`src/rtl/uart_bus_master_pkg.sv`:
```
// Shared constants for the UART bus master and the host-side code that talks to it.
package uart_bus_master_pkg;
  localparam logic [7:0] OP_WRITE = 8'hA5;
  localparam logic [7:0] OP_READ  = 8'h5A;
  localparam logic [7:0] RSP_OK   = 8'h4B;
  localparam logic [7:0] RSP_ERR  = 8'h45;

  typedef enum logic [2:0] {P_IDLE, P_ADDR, P_DATA, P_EXEC, P_RESP} pstate_e;
  typedef enum logic [1:0] {R_IDLE, R_START, R_DATA, R_STOP} rstate_e;
endpackage

```
`src/rtl/uart_byte_rx.sv`:
```
// 8N1 byte receiver: 2-flop synchronizer, mid-bit sampling, stop-bit check.
module uart_byte_rx
  import uart_bus_master_pkg::*;
#(
  parameter int DIVISOR = 434
) (
  input  logic       clk,
  input  logic       rstn,
  input  logic       rxd_i,
  output logic [7:0] byte_o,
  output logic       vld_o,
  output logic       err_o
);
  localparam int CW = $clog2(DIVISOR);

  logic [1:0]    sync_q;
  logic          prev_q, rx;
  rstate_e       st_q, st_d;
  logic [CW-1:0] cnt_q, cnt_d;
  logic [2:0]    bit_q, bit_d;
  logic [7:0]    sh_q, sh_d;
  logic          vld_q, vld_d, err_q, err_d;

  assign rx     = sync_q[1];
  assign byte_o = sh_q;
  assign vld_o  = vld_q;
  assign err_o  = err_q;

  always_ff @(posedge clk or negedge rstn) begin
    if (!rstn) begin
      sync_q <= '0;
      prev_q <= 1'b0;
      st_q   <= R_IDLE;
      cnt_q  <= '0;
      bit_q  <= '0;
      sh_q   <= '0;
      vld_q  <= 1'b0;
      err_q  <= 1'b0;
    end else begin
      sync_q <= {sync_q[0], rxd_i};
      prev_q <= rx;
      st_q   <= st_d;
      cnt_q  <= cnt_d;
      bit_q  <= bit_d;
      sh_q   <= sh_d;
      vld_q  <= vld_d;
      err_q  <= err_d;
    end
  end

  always_comb begin
    st_d  = st_q;
    cnt_d = cnt_q + CW'(1);
    bit_d = bit_q;
    sh_d  = sh_q;
    vld_d = 1'b0;
    err_d = 1'b0;
    case (st_q)
      R_IDLE: begin
        cnt_d = '0;
        if (prev_q && !rx) st_d = R_START;
      end
      // A line that is high again at mid start bit was only a glitch.
      R_START: if (cnt_q == CW'(DIVISOR/2 - 1)) begin
        cnt_d = '0;
        bit_d = '0;
        st_d  = rx ? R_IDLE : R_DATA;
      end
      R_DATA: if (cnt_q == CW'(DIVISOR - 1)) begin
        cnt_d = '0;
        sh_d  = {rx, sh_q[7:1]};
        if (bit_q == 3'd7) st_d = R_STOP;
        else               bit_d = bit_q + 3'd1;
      end
      R_STOP: if (cnt_q == CW'(DIVISOR - 1)) begin
        cnt_d = '0;
        st_d  = R_IDLE;
        vld_d = rx;
        err_d = !rx;
      end
      default: st_d = R_IDLE;
    endcase
  end
endmodule

```
`src/rtl/uart_bus_master.sv`:
```
// UART command parser driving a single-beat bus initiator, with serial responses.
module uart_bus_master
  import uart_bus_master_pkg::*;
#(
  parameter int DIVISOR = 434,
  parameter int TIMEOUT = 500000
) (
  input  logic        clk,
  input  logic        rstn,
  input  logic        uart_rxd,
  output logic        uart_txd,
  output logic [31:0] m_addr,
  output logic [31:0] m_wd,
  output logic        m_we,
  output logic        m_re,
  input  logic [31:0] m_rd,
  output logic        busy,
  output logic        frame_err
);
  localparam int CW = $clog2(DIVISOR);
  localparam int TW = $clog2(TIMEOUT + 1);

  logic [7:0]    rx_byte;
  logic          rx_vld, rx_err;
  pstate_e       st_q, st_d;
  logic          rd_q, rd_d, we_q, we_d, re_q, re_d, ferr_q, ferr_d;
  logic [1:0]    bc_q, bc_d;
  logic [31:0]   addr_q, addr_d, wd_q, wd_d, rsp_q, rsp_d;
  logic [TW-1:0] tmo_q, tmo_d;
  logic [2:0]    rn_q, rn_d;
  logic [9:0]    fr_q, fr_d;
  logic [3:0]    tb_q, tb_d;
  logic [CW-1:0] tc_q, tc_d;
  logic          ta_q, ta_d, tx_end, tx_load;

  uart_byte_rx #(.DIVISOR(DIVISOR)) u_rx (
    .clk(clk), .rstn(rstn), .rxd_i(uart_rxd),
    .byte_o(rx_byte), .vld_o(rx_vld), .err_o(rx_err)
  );

  assign uart_txd  = fr_q[0];
  assign m_addr    = addr_q;
  assign m_wd      = wd_q;
  assign m_we      = we_q;
  assign m_re      = re_q;
  assign frame_err = ferr_q;
  assign busy      = (st_q != P_IDLE);

  always_ff @(posedge clk or negedge rstn) begin
    if (!rstn) begin
      st_q <= P_IDLE; rd_q <= 1'b0; we_q <= 1'b0; re_q <= 1'b0; ferr_q <= 1'b0;
      bc_q <= '0; addr_q <= '0; wd_q <= '0; rsp_q <= '0; tmo_q <= '0; rn_q <= '0;
      fr_q <= '1; tb_q <= '0; tc_q <= '0; ta_q <= 1'b0;
    end else begin
      st_q <= st_d; rd_q <= rd_d; we_q <= we_d; re_q <= re_d; ferr_q <= ferr_d;
      bc_q <= bc_d; addr_q <= addr_d; wd_q <= wd_d; rsp_q <= rsp_d; tmo_q <= tmo_d; rn_q <= rn_d;
      fr_q <= fr_d; tb_q <= tb_d; tc_q <= tc_d; ta_q <= ta_d;
    end
  end

  always_comb begin
    st_d = st_q; rd_d = rd_q; bc_d = bc_q; addr_d = addr_q; wd_d = wd_q;
    rsp_d = rsp_q; rn_d = rn_q; fr_d = fr_q; tb_d = tb_q; tc_d = tc_q; ta_d = ta_q;
    we_d = 1'b0; re_d = 1'b0; ferr_d = 1'b0; tmo_d = '0;

    // Transmitter: the next queued byte loads in the last stop-bit cycle, so no idle gap.
    tx_end  = ta_q && (tc_q == CW'(DIVISOR - 1)) && (tb_q == 4'd9);
    tx_load = (rn_q != 3'd0) && (!ta_q || tx_end);
    if (tx_load) begin
      fr_d  = {1'b1, rsp_q[31:24], 1'b0};
      ta_d  = 1'b1;
      tc_d  = '0;
      tb_d  = '0;
      rsp_d = {rsp_q[23:0], 8'h00};
      rn_d  = rn_q - 3'd1;
    end else if (ta_q) begin
      if (tc_q == CW'(DIVISOR - 1)) begin
        tc_d = '0;
        if (tb_q == 4'd9) begin
          ta_d = 1'b0;
          fr_d = '1;
        end else begin
          tb_d = tb_q + 4'd1;
          fr_d = {1'b1, fr_q[9:1]};
        end
      end else begin
        tc_d = tc_q + CW'(1);
      end
    end

    case (st_q)
      P_IDLE: begin
        if (rx_err) begin
          ferr_d = 1'b1;
        end else if (rx_vld) begin
          if (rx_byte == OP_WRITE || rx_byte == OP_READ) begin
            st_d   = P_ADDR;
            rd_d   = (rx_byte == OP_READ);
            bc_d   = '0;
            addr_d = '0;
            wd_d   = '0;
          end else begin
            ferr_d = 1'b1;
            rsp_d  = {RSP_ERR, 24'h0};
            rn_d   = 3'd1;
            st_d   = P_RESP;
          end
        end
      end
      P_ADDR, P_DATA: begin
        if (rx_err) begin
          ferr_d = 1'b1;
          st_d   = P_IDLE;
        end else if (rx_vld) begin
          if (st_q == P_ADDR) addr_d = {addr_q[23:0], rx_byte};
          else                wd_d   = {wd_q[23:0], rx_byte};
          if (bc_q == 2'd3) begin
            bc_d = '0;
            if (st_q == P_DATA || rd_q) begin
              st_d = P_EXEC;
              we_d = !rd_q;
              re_d = rd_q;
            end else begin
              st_d = P_DATA;
            end
          end else begin
            bc_d = bc_q + 2'd1;
          end
        end else if (tmo_q == TW'(TIMEOUT - 1)) begin
          ferr_d = 1'b1;
          st_d   = P_IDLE;
        end else begin
          tmo_d = tmo_q + TW'(1);
        end
      end
      // Strobe is high this cycle; read data is captured at its closing edge.
      P_EXEC: begin
        st_d  = P_RESP;
        rsp_d = rd_q ? m_rd : {RSP_OK, 24'h0};
        rn_d  = rd_q ? 3'd4 : 3'd1;
      end
      P_RESP: if (tx_end && rn_q == 3'd0) st_d = P_IDLE;
      default: st_d = P_IDLE;
    endcase
  end
endmodule

```
`config.mk`:
```
export PLATFORM = sky130hd
export DESIGN_NAME = uart_bus_master
export DESIGN_NICKNAME = d
export VERILOG_FILES = /design/src/rtl/uart_bus_master_pkg.sv /design/src/rtl/uart_byte_rx.sv /design/src/rtl/uart_bus_master.sv
export SDC_FILE = /design/constraint.sdc
export NUM_CORES = 1
export LEC_CHECK = 0
export BUFFER_PORTS_ARGS = -buffer_cell sky130_fd_sc_hd__buf_2
export CORE_MARGIN = 5
export CORE_UTILIZATION = 62
export DETAILED_ROUTE_END_ITERATION = 10
export HOLD_SLACK_MARGIN = 0.15
export PLACE_DENSITY = 0.85
export REMOVE_ABC_BUFFERS = 1
export SYNTH_ARGS = -nofsm -noshare
export SYNTH_HDL_FRONTEND = slang
export SYNTH_SLANG_ARGS = --single-unit
```
`constraint.sdc`:
```
create_clock -name clk -period 3.4 [get_ports clk]
set_clock_uncertainty 0.1 [all_clocks]
set_input_delay 0.51 -clock clk [delete_from_list [all_inputs] [get_ports clk]]
set_output_delay 0.51 -clock clk [all_outputs]
set_load 0.01 [all_outputs]
```
==> run_summary.xml, run 1 <==
<?xml version="1.0" encoding="UTF-8"?>
<metrics>
  <group name="cells_and_area">
    <metric name="layout_commonest_cell" unit="">sky130_fd_sc_hd__dfrtp_1</metric>
    <metric name="antennaDiodeCount" unit="">0</metric>
    <metric name="drive_gt1_frac" unit="">0.225</metric>
    <metric name="area_growth" unit="%">16.0</metric>
    <metric name="stdcell_count" unit="">968</metric>
    <metric name="final_net_count" unit="">831</metric>
    <metric name="most-common-layout-cells" unit="">168 x sky130_fd_sc_hd__dfrtp_1, 102 x sky130_fd_sc_hd__buf_2, 79 x sky130_fd_sc_hd__a22o_1</metric>
  </group>
  <group name="global_routing">
    <metric name="first_global_vias" unit="">5780</metric>
    <metric name="gr-total-overflow" unit="">0</metric>
    <metric name="grt_pass1_wl" unit="µm">28400</metric>
    <metric name="grt_antenna_before_repair" unit="">0</metric>
    <metric name="grt_util_all_layers" unit="">0.240</metric>
    <metric name="maximum_number_of_pins_on_one_net_before_global_route_repair" unit="">70</metric>
  </group>
  <group name="clocking">
    <metric name="clockBufferDepth" unit="">2</metric>
    <metric name="clk_latency" unit="ns">0.42</metric>
    <metric name="cts_tree" unit="">built</metric>
    <metric name="tritoncts.num_buffers" unit="">17</metric>
    <metric name="clk_root_buffer_cell" unit="">sky130_fd_sc_hd__clkbuf_16</metric>
    <metric name="numClockSinks" unit="">177</metric>
    <metric name="cts.clk_slew.worst_paths" unit="ns">0.07</metric>
    <metric name="post_cts_resize_count" unit="">0</metric>
    <metric name="clock_tree.htree_level_count" unit="">4</metric>
  </group>
  <group name="sta">
    <metric name="timing_hold_violations_final" unit="">0</metric>
    <metric name="tightest_slew" unit="ns">0.981</metric>
    <metric name="finalCritPeriodShare" unit="">0.763</metric>
    <metric name="rsz_0062_raised_after_global_routing" unit="">no</metric>
    <metric name="final-setup-viol-count" unit="">0</metric>
    <metric name="max_freq" unit="MHz">386</metric>
    <metric name="final_period_minus_worst_setup_slack" unit="ns">2.59</metric>
    <metric name="timing.final.max_slew_violations" unit="">0</metric>
    <metric name="worst_slew_margin_rel" unit="">0.346</metric>
    <metric name="fin_tns_setup" unit="ns">0</metric>
  </group>
  <group name="critical_path">
    <metric name="timing.critical_path.from_type" unit="">flip-flop</metric>
    <metric name="critical_path.endpoint_type" unit="">flip-flop</metric>
    <metric name="critical_path_class" unit="">reg2reg</metric>
    <metric name="timing.critical_path.arrival" unit="ns">2.79</metric>
    <metric name="critPathRequiredTime" unit="ns">3.60</metric>
    <metric name="critical_path.max_fanout" unit="">12</metric>
  </group>
  <group name="placement">
    <metric name="placed_cells_incl_taps" unit="">934</metric>
    <metric name="dp.final_hpwl" unit="µm">11600</metric>
    <metric name="place_congestion" unit="">0.872</metric>
    <metric name="place.port_buffers" unit="">103</metric>
  </group>
  <group name="floorplanning">
    <metric name="floorplan_die_height" unit="µm">123</metric>
    <metric name="die_width" unit="µm">123</metric>
    <metric name="floorplan.io_pins" unit="">104</metric>
    <metric name="die-area" unit="µm²">15000</metric>
    <metric name="fp-row-count" unit="">41</metric>
    <metric name="core_area" unit="µm²">12500</metric>
    <metric name="initial_core_utilization" unit="">0.627</metric>
  </group>
  <group name="power">
    <metric name="cellPowerDensity" unit="nW/µm²">467</metric>
    <metric name="leakage" unit="nW">4.23</metric>
    <metric name="total_power" unit="W">0.00425</metric>
    <metric name="worst_supply_voltage_drop_on_vdd" unit="V">0.000333</metric>
  </group>
  <group name="synth">
    <metric name="dominantRegCellSynth" unit="">sky130_fd_sc_hd__dfrtp_1</metric>
    <metric name="syn-instance-count" unit="">680</metric>
    <metric name="avgSynthCellArea" unit="µm²">11.5</metric>
    <metric name="synth.ff_latch_count" unit="">177</metric>
    <metric name="synth_cell_types" unit="">66</metric>
    <metric name="syn_area" unit="µm²">7850</metric>
    <metric name="synth-warning-count" unit="">0</metric>
    <metric name="synth-edff-count" unit="">0</metric>
    <metric name="synth_async_sr_flop_share" unit="">1.00</metric>
    <metric name="yosysSeqAreaShare" unit="">0.566</metric>
  </group>
  <group name="routing">
    <metric name="wirelength" unit="µm">17100</metric>
    <metric name="route.vias.total" unit="">5721</metric>
    <metric name="route.detailed.vias_per_inst" unit="">5.91</metric>
    <metric name="detailed_routing_iterations_pass_1" unit="">5</metric>
    <metric name="initialDrtViolationCount" unit="">553</metric>
    <metric name="drc_violation_count_after_routing" unit="">0</metric>
    <metric name="detail_route.wl_per_cell" unit="µm">17.7</metric>
    <metric name="route.antenna.remaining_nets" unit="">0</metric>
  </group>
  <group name="hold_path">
    <metric name="hold_path.class" unit="">in2reg</metric>
  </group>
  <group name="flow_run">
    <metric name="drv.max_cap_violation_count" unit="">0</metric>
  </group>
  <group name="status">
    <metric name="status" unit="">finished, final reports clean</metric>
  </group>
</metrics>
layer usage:
layer	up-vias	routed length, µm	global-route usage
met5	-	0	0
met4	0	316	0.0861
met3	29	585	0.0493
met2	129	8830	0.389
met1	2907	7390	0.326
li1	2656	-	-
Yosys cell counts, types with 2 or more instances:
cell	number	area, µm²
sky130_fd_sc_hd__nand4_1	8	50.1
sky130_fd_sc_hd__and3_1	7	43.8
sky130_fd_sc_hd__or3b_1	2	17.5
sky130_fd_sc_hd__xor2_1	16	140
sky130_fd_sc_hd__o22ai_1	2	12.5
sky130_fd_sc_hd__mux2i_1	26	260
sky130_fd_sc_hd__buf_6	5	56.3
sky130_fd_sc_hd__xnor2_1	13	114
sky130_fd_sc_hd__and2_1	6	37.5
sky130_fd_sc_hd__clkbuf_1	13	48.8
sky130_fd_sc_hd__a22oi_1	2	15.0
sky130_fd_sc_hd__a22o_1	79	692
sky130_fd_sc_hd__buf_4	2	15.0
sky130_fd_sc_hd__nor2b_1	4	25.0
sky130_fd_sc_hd__or3_1	2	12.5
sky130_fd_sc_hd__ha_1	13	163
sky130_fd_sc_hd__nor4_1	2	12.5
sky130_fd_sc_hd__nor2_1	63	236
sky130_fd_sc_hd__dfrtp_1	168	4200
sky130_fd_sc_hd__nand3b_1	2	15.0
sky130_fd_sc_hd__mux2_1	2	22.5
sky130_fd_sc_hd__buf_2	11	55.1
sky130_fd_sc_hd__nand2_1	60	225
sky130_fd_sc_hd__o31ai_1	10	75.1
sky130_fd_sc_hd__and4_1	4	35.0
sky130_fd_sc_hd__o21ai_1	28	140
sky130_fd_sc_hd__o21ai_0	12	60.1
sky130_fd_sc_hd__inv_1	13	48.8
sky130_fd_sc_hd__mux2_2	9	101
sky130_fd_sc_hd__a21oi_1	8	40.0
sky130_fd_sc_hd__nor4bb_1	5	50.1
sky130_fd_sc_hd__nor3b_1	2	15.0
sky130_fd_sc_hd__nor3_1	17	85.1
sky130_fd_sc_hd__nand2b_1	7	43.8
sky130_fd_sc_hd__dfstp_2	9	236
sky130_fd_sc_hd__nand3_1	18	90.1
path summary, 6_finish.rpt:
| path | cells after the start | slack, ns | to | start |
|---|---|---|---|---|
| setup / recovery | 8 | 0.81 | rsp_q[27] | tb_q[1] |
| hold / removal | 3 | 0.19 | rsp_q[15] | m_rd[15] |
| setup reg to reg | 8 | 0.81 | rsp_q[27] | tb_q[1] |
| hold reg to reg | 0 | 0.27 | u_rx.sync_q[1] | u_rx.sync_q[0] |
| max in group asynchronous | 3 | 1.93 | m_wd[21] | rstn |
| min in group asynchronous | 2 | 0.52 | tb_q[2] | rstn |
cell families after synthesis:
group	share of synthesized area
xor gates and xnor gates	0.0344
adders and majority gates	0.0207
and+or+nand+nor	0.153
DFF	0.566
buffers and inverters	0.0290
muxes	0.0508
AOI/OAI and AO/OA	0.146
report_power, final:
part	switching (W)	internal, W	total, W
clock	0.000813	0.00109	0.00190
sequential	0.0000355	0.00213	0.00217
combinational	0.000109	0.0000689	0.000178
cell type report:
cell class / instances / area (µm²)
clock inverter: 11 / 131
fill: 831 / 3410
timing repair buffer: 116 / 637
clock buffer: 21 / 440
multi-input combinational: 458 / 3190
inverter: 13 / 48.8
sequential: 177 / 4440
tap: 172 / 215
per-stage QoR:
step | area, µm² | hold slack (ns) | worst slack (ns) | util
finish | 9100 | 0.195 | 0.807 | 0.727
global route | 9100 | 0.198 | 0.595 | 0.727
CTS | 9100 | 0.182 | 0.817 | 0.727
detailed placement | 8510 | 0.247 | 0.848 | 0.680
global placement | 8510 | 0.232 | 0.990 | 0.680
floorplan | 7670 | 0.114 | 0.844 | -
repair_timing:
item | in CTS | in global routing
endpoints found under the setup margin | 0 | 0
endpoints found under the hold margin | 48 | 0
hold buffers | 2 | 0
buffers inserted | 0 | 0
flip-flops by register name, indices dropped and copies added, names as in the netlist, 2 cells and up, named ones only:
name / flops
tmo_q: 19
u_rx.sync_q: 2
bc_q: 2
u_rx.cnt_q: 9
m_addr: 32
fr_q: 9
u_rx.bit_q: 3
st_q: 3
rsp_q: 32
u_rx.byte_o: 8
tb_q: 4
m_wd: 32
tc_q: 9
rn_q: 3
worst max-delay path, stage by stage, from the launching register on:
cell and delay, ns:
sky130_fd_sc_hd__dfrtp_1 0.41, sky130_fd_sc_hd__inv_1 0.09, sky130_fd_sc_hd__ha_1 0.17, sky130_fd_sc_hd__nand3b_1 0.21, sky130_fd_sc_hd__o31ai_4 0.30, sky130_fd_sc_hd__and2_1 0.56, sky130_fd_sc_hd__buf_4 0.30, sky130_fd_sc_hd__mux2i_1 0.23
sky130_fd_sc_hd__o21ai_1 0.09
Note: power is estimated with default switching activity, not from simulation.
==> inputs of run 2 (changes only) <==
Settings changed: CORE_UTILIZATION 62 to 52, PLACE_DENSITY 0.85 to 0.76.
Clock period 3.4 ns to 2.15 ns, I/O delays scaled along.
==> run_summary.xml, run 2 (synthesis results as in run 1) <==
<?xml version="1.0" encoding="UTF-8"?>
<metrics>
  <group name="global_routing">
    <metric name="first_global_vias" unit="">5945</metric>
    <metric name="grt_util_all_layers" unit="">0.202</metric>
    <metric name="grt_pass1_wl" unit="µm">29400</metric>
    <metric name="grt_antenna_before_repair" unit="">0</metric>
    <metric name="gr-total-overflow" unit="">0</metric>
    <metric name="maximum_number_of_pins_on_one_net_before_global_route_repair" unit="">50</metric>
  </group>
  <group name="clocking">
    <metric name="clk_root_buffer_cell" unit="">sky130_fd_sc_hd__clkbuf_16</metric>
    <metric name="cts_tree" unit="">built</metric>
    <metric name="clockBufferDepth" unit="">2</metric>
    <metric name="clock_tree.htree_level_count" unit="">4</metric>
    <metric name="numClockSinks" unit="">177</metric>
    <metric name="tritoncts.num_buffers" unit="">17</metric>
    <metric name="cts.clk_slew.worst_paths" unit="ns">0.07</metric>
    <metric name="post_cts.repair.setup_buffers" unit="">0</metric>
    <metric name="clk_latency" unit="ns">0.42</metric>
  </group>
  <group name="critical_path">
    <metric name="critical_path.endpoint_type" unit="">flip-flop</metric>
    <metric name="critical_path_class" unit="">reg2reg</metric>
    <metric name="critical_path.max_fanout" unit="">32</metric>
    <metric name="critPathRequiredTime" unit="ns">2.36</metric>
    <metric name="timing.critical_path.arrival" unit="ns">2.30</metric>
    <metric name="timing.critical_path.from_type" unit="">flip-flop</metric>
    <metric name="crit_path_start" unit="">u_rx.byte_o[7]</metric>
    <metric name="critical_path.reg2reg.startpoint" unit="">u_rx.byte_o[7]</metric>
  </group>
  <group name="cells_and_area">
    <metric name="drive_gt1_frac" unit="">0.241</metric>
    <metric name="fill_cells" unit="">1088</metric>
    <metric name="finish.utilization" unit="">0.650</metric>
    <metric name="stdcell_count" unit="">1033</metric>
    <metric name="final_net_count" unit="">881</metric>
    <metric name="layout_commonest_cell" unit="">sky130_fd_sc_hd__dfrtp_1</metric>
    <metric name="most-common-layout-cells" unit="">168 x sky130_fd_sc_hd__dfrtp_1, 102 x sky130_fd_sc_hd__buf_2, 79 x sky130_fd_sc_hd__a22o_1</metric>
    <metric name="area_growth" unit="%">24.0</metric>
    <metric name="antennaDiodeCount" unit="">0</metric>
  </group>
  <group name="hold_path">
    <metric name="hold_path_startpoint" unit="">u_rx.sync_q[0]</metric>
    <metric name="hold_path.class" unit="">reg2reg</metric>
  </group>
  <group name="routing">
    <metric name="route.detailed.vias_per_inst" unit="">5.69</metric>
    <metric name="drc_violation_count_after_routing" unit="">0</metric>
    <metric name="maxUsedRoutingLayer" unit="">met4</metric>
    <metric name="route.met3.wl" unit="µm">524</metric>
    <metric name="initialDrtViolationCount" unit="">386</metric>
    <metric name="met2_length" unit="µm">9020</metric>
    <metric name="route.antenna.remaining_nets" unit="">0</metric>
    <metric name="wirelength" unit="µm">17500</metric>
    <metric name="detailed_routing_iterations_pass_1" unit="">5</metric>
    <metric name="wl_met1" unit="µm">7730</metric>
    <metric name="detail_route.wl_per_cell" unit="µm">17.0</metric>
    <metric name="route.vias.total" unit="">5879</metric>
  </group>
  <group name="sta">
    <metric name="timing_hold_violations_final" unit="">0</metric>
    <metric name="max_freq" unit="MHz">479</metric>
    <metric name="tightest_slew" unit="ns">0.456</metric>
    <metric name="worst_slew_margin_rel" unit="">0.692</metric>
    <metric name="timing.final.ws_setup" unit="ns">0.0621</metric>
    <metric name="timing.final.max_slew_violations" unit="">0</metric>
    <metric name="final_period_minus_worst_setup_slack" unit="ns">2.09</metric>
    <metric name="finalCritPeriodShare" unit="">0.971</metric>
    <metric name="final-setup-viol-count" unit="">0</metric>
  </group>
  <group name="power">
    <metric name="worst_supply_voltage_drop_on_vdd" unit="V">0.000561</metric>
    <metric name="total_power" unit="W">0.00676</metric>
    <metric name="leakage" unit="nW">4.49</metric>
    <metric name="cellPowerDensity" unit="nW/µm²">695</metric>
  </group>
  <group name="floorplanning">
    <metric name="floorplan.io_pins" unit="">104</metric>
    <metric name="fp-row-count" unit="">45</metric>
    <metric name="die-area" unit="µm²">17700</metric>
    <metric name="die_width" unit="µm">133</metric>
    <metric name="core_area" unit="µm²">15000</metric>
    <metric name="initial_core_utilization" unit="">0.524</metric>
    <metric name="floorplan_die_height" unit="µm">133</metric>
  </group>
  <group name="placement">
    <metric name="placed_cells_incl_taps" unit="">967</metric>
    <metric name="dp_worst_setup_slack" unit="ns">0.0610</metric>
    <metric name="place.port_buffers" unit="">103</metric>
    <metric name="place_congestion" unit="">0.828</metric>
    <metric name="dp.final_hpwl" unit="µm">11400</metric>
  </group>
  <group name="flow_run">
    <metric name="drv.max_cap_violation_count" unit="">0</metric>
  </group>
  <group name="status">
    <metric name="status" unit="">finished, final reports clean</metric>
  </group>
</metrics>
==> run 2: changes by cell type in the layout (fill, tap and decap cells not counted), moves of 2 or more <==
cell	delta
sky130_fd_sc_hd__buf_12	+9
sky130_fd_sc_hd__nor4bb_1	-2
sky130_fd_sc_hd__nor4bb_2	+2
sky130_fd_sc_hd__buf_4	+8
sky130_fd_sc_hd__dlygate4sd3_1	+32
sky130_fd_sc_hd__clkbuf_1	-3
==> run 2: path summary, 6_finish.rpt <==
check	slack (ns)	cells after the start	end
max	0.06	6	m_addr[9]
min	0.25	0	u_rx.sync_q[1]
min in group asynchronous	0.30	2	rsp_q[4]
max in group asynchronous	0.91	3	fr_q[6]
max reg2reg	0.06	6	m_addr[9]
min reg2reg	0.25	0	u_rx.sync_q[1]
==> run 2: per-stage QoR <==
step	setup TNS (ns)	area [µm²]	hold WS [ns]
finish	0	9730	0.251
global route	-0.719	9730	0.254
CTS	0	9690	0.252
detailed placement	0	8770	0.190
global placement	0	8770	0.186
floorplan	-24.34	7670	-0.0731
==> run 2: critical path, stage by stage (launching register included) <==
cell,delay [ns]
sky130_fd_sc_hd__dfrtp_1,0.48
sky130_fd_sc_hd__nor4bb_1,0.44
sky130_fd_sc_hd__nand2_1,0.16
sky130_fd_sc_hd__a21oi_4,0.24
sky130_fd_sc_hd__o21ai_2,0.11
sky130_fd_sc_hd__buf_12,0.18
sky130_fd_sc_hd__a22o_1,0.24
==> run 2: cell type report <==
type | count | area [µm²] | share of cell area
inverter | 13 | 48.8 | 0.00501
multi-input combinational | 459 | 3240 | 0.332
sequential | 177 | 4440 | 0.456
timing repair buffer | 165 | 1200 | 0.123
clock inverter | 12 | 133 | 0.0136
clock buffer | 19 | 443 | 0.0455
tap | 188 | 235 | 0.0242
==> run 2: per-layer routing <==
metal  vias to the layer above  track usage
li1                       2757            -
met1                      2991        0.265
met2                       111        0.334
met3                        20       0.0376
met4                         0       0.0803
met5                         -            0
==> run 2: power breakdown <==
part           internal (W)  switching, W
registers           0.00337     0.0000521
clock network       0.00174       0.00128
logic              0.000149      0.000175
==> run 2: timing repair <==
| item | in CTS | in global routing |
|---|---|---|
| gates resized for setup | 0 | 9 |
| endpoints found under the hold margin | 118 | 0 |
| setup endpoints to repair | 0 | 104 |
| hold buffers | 34 | 0 |
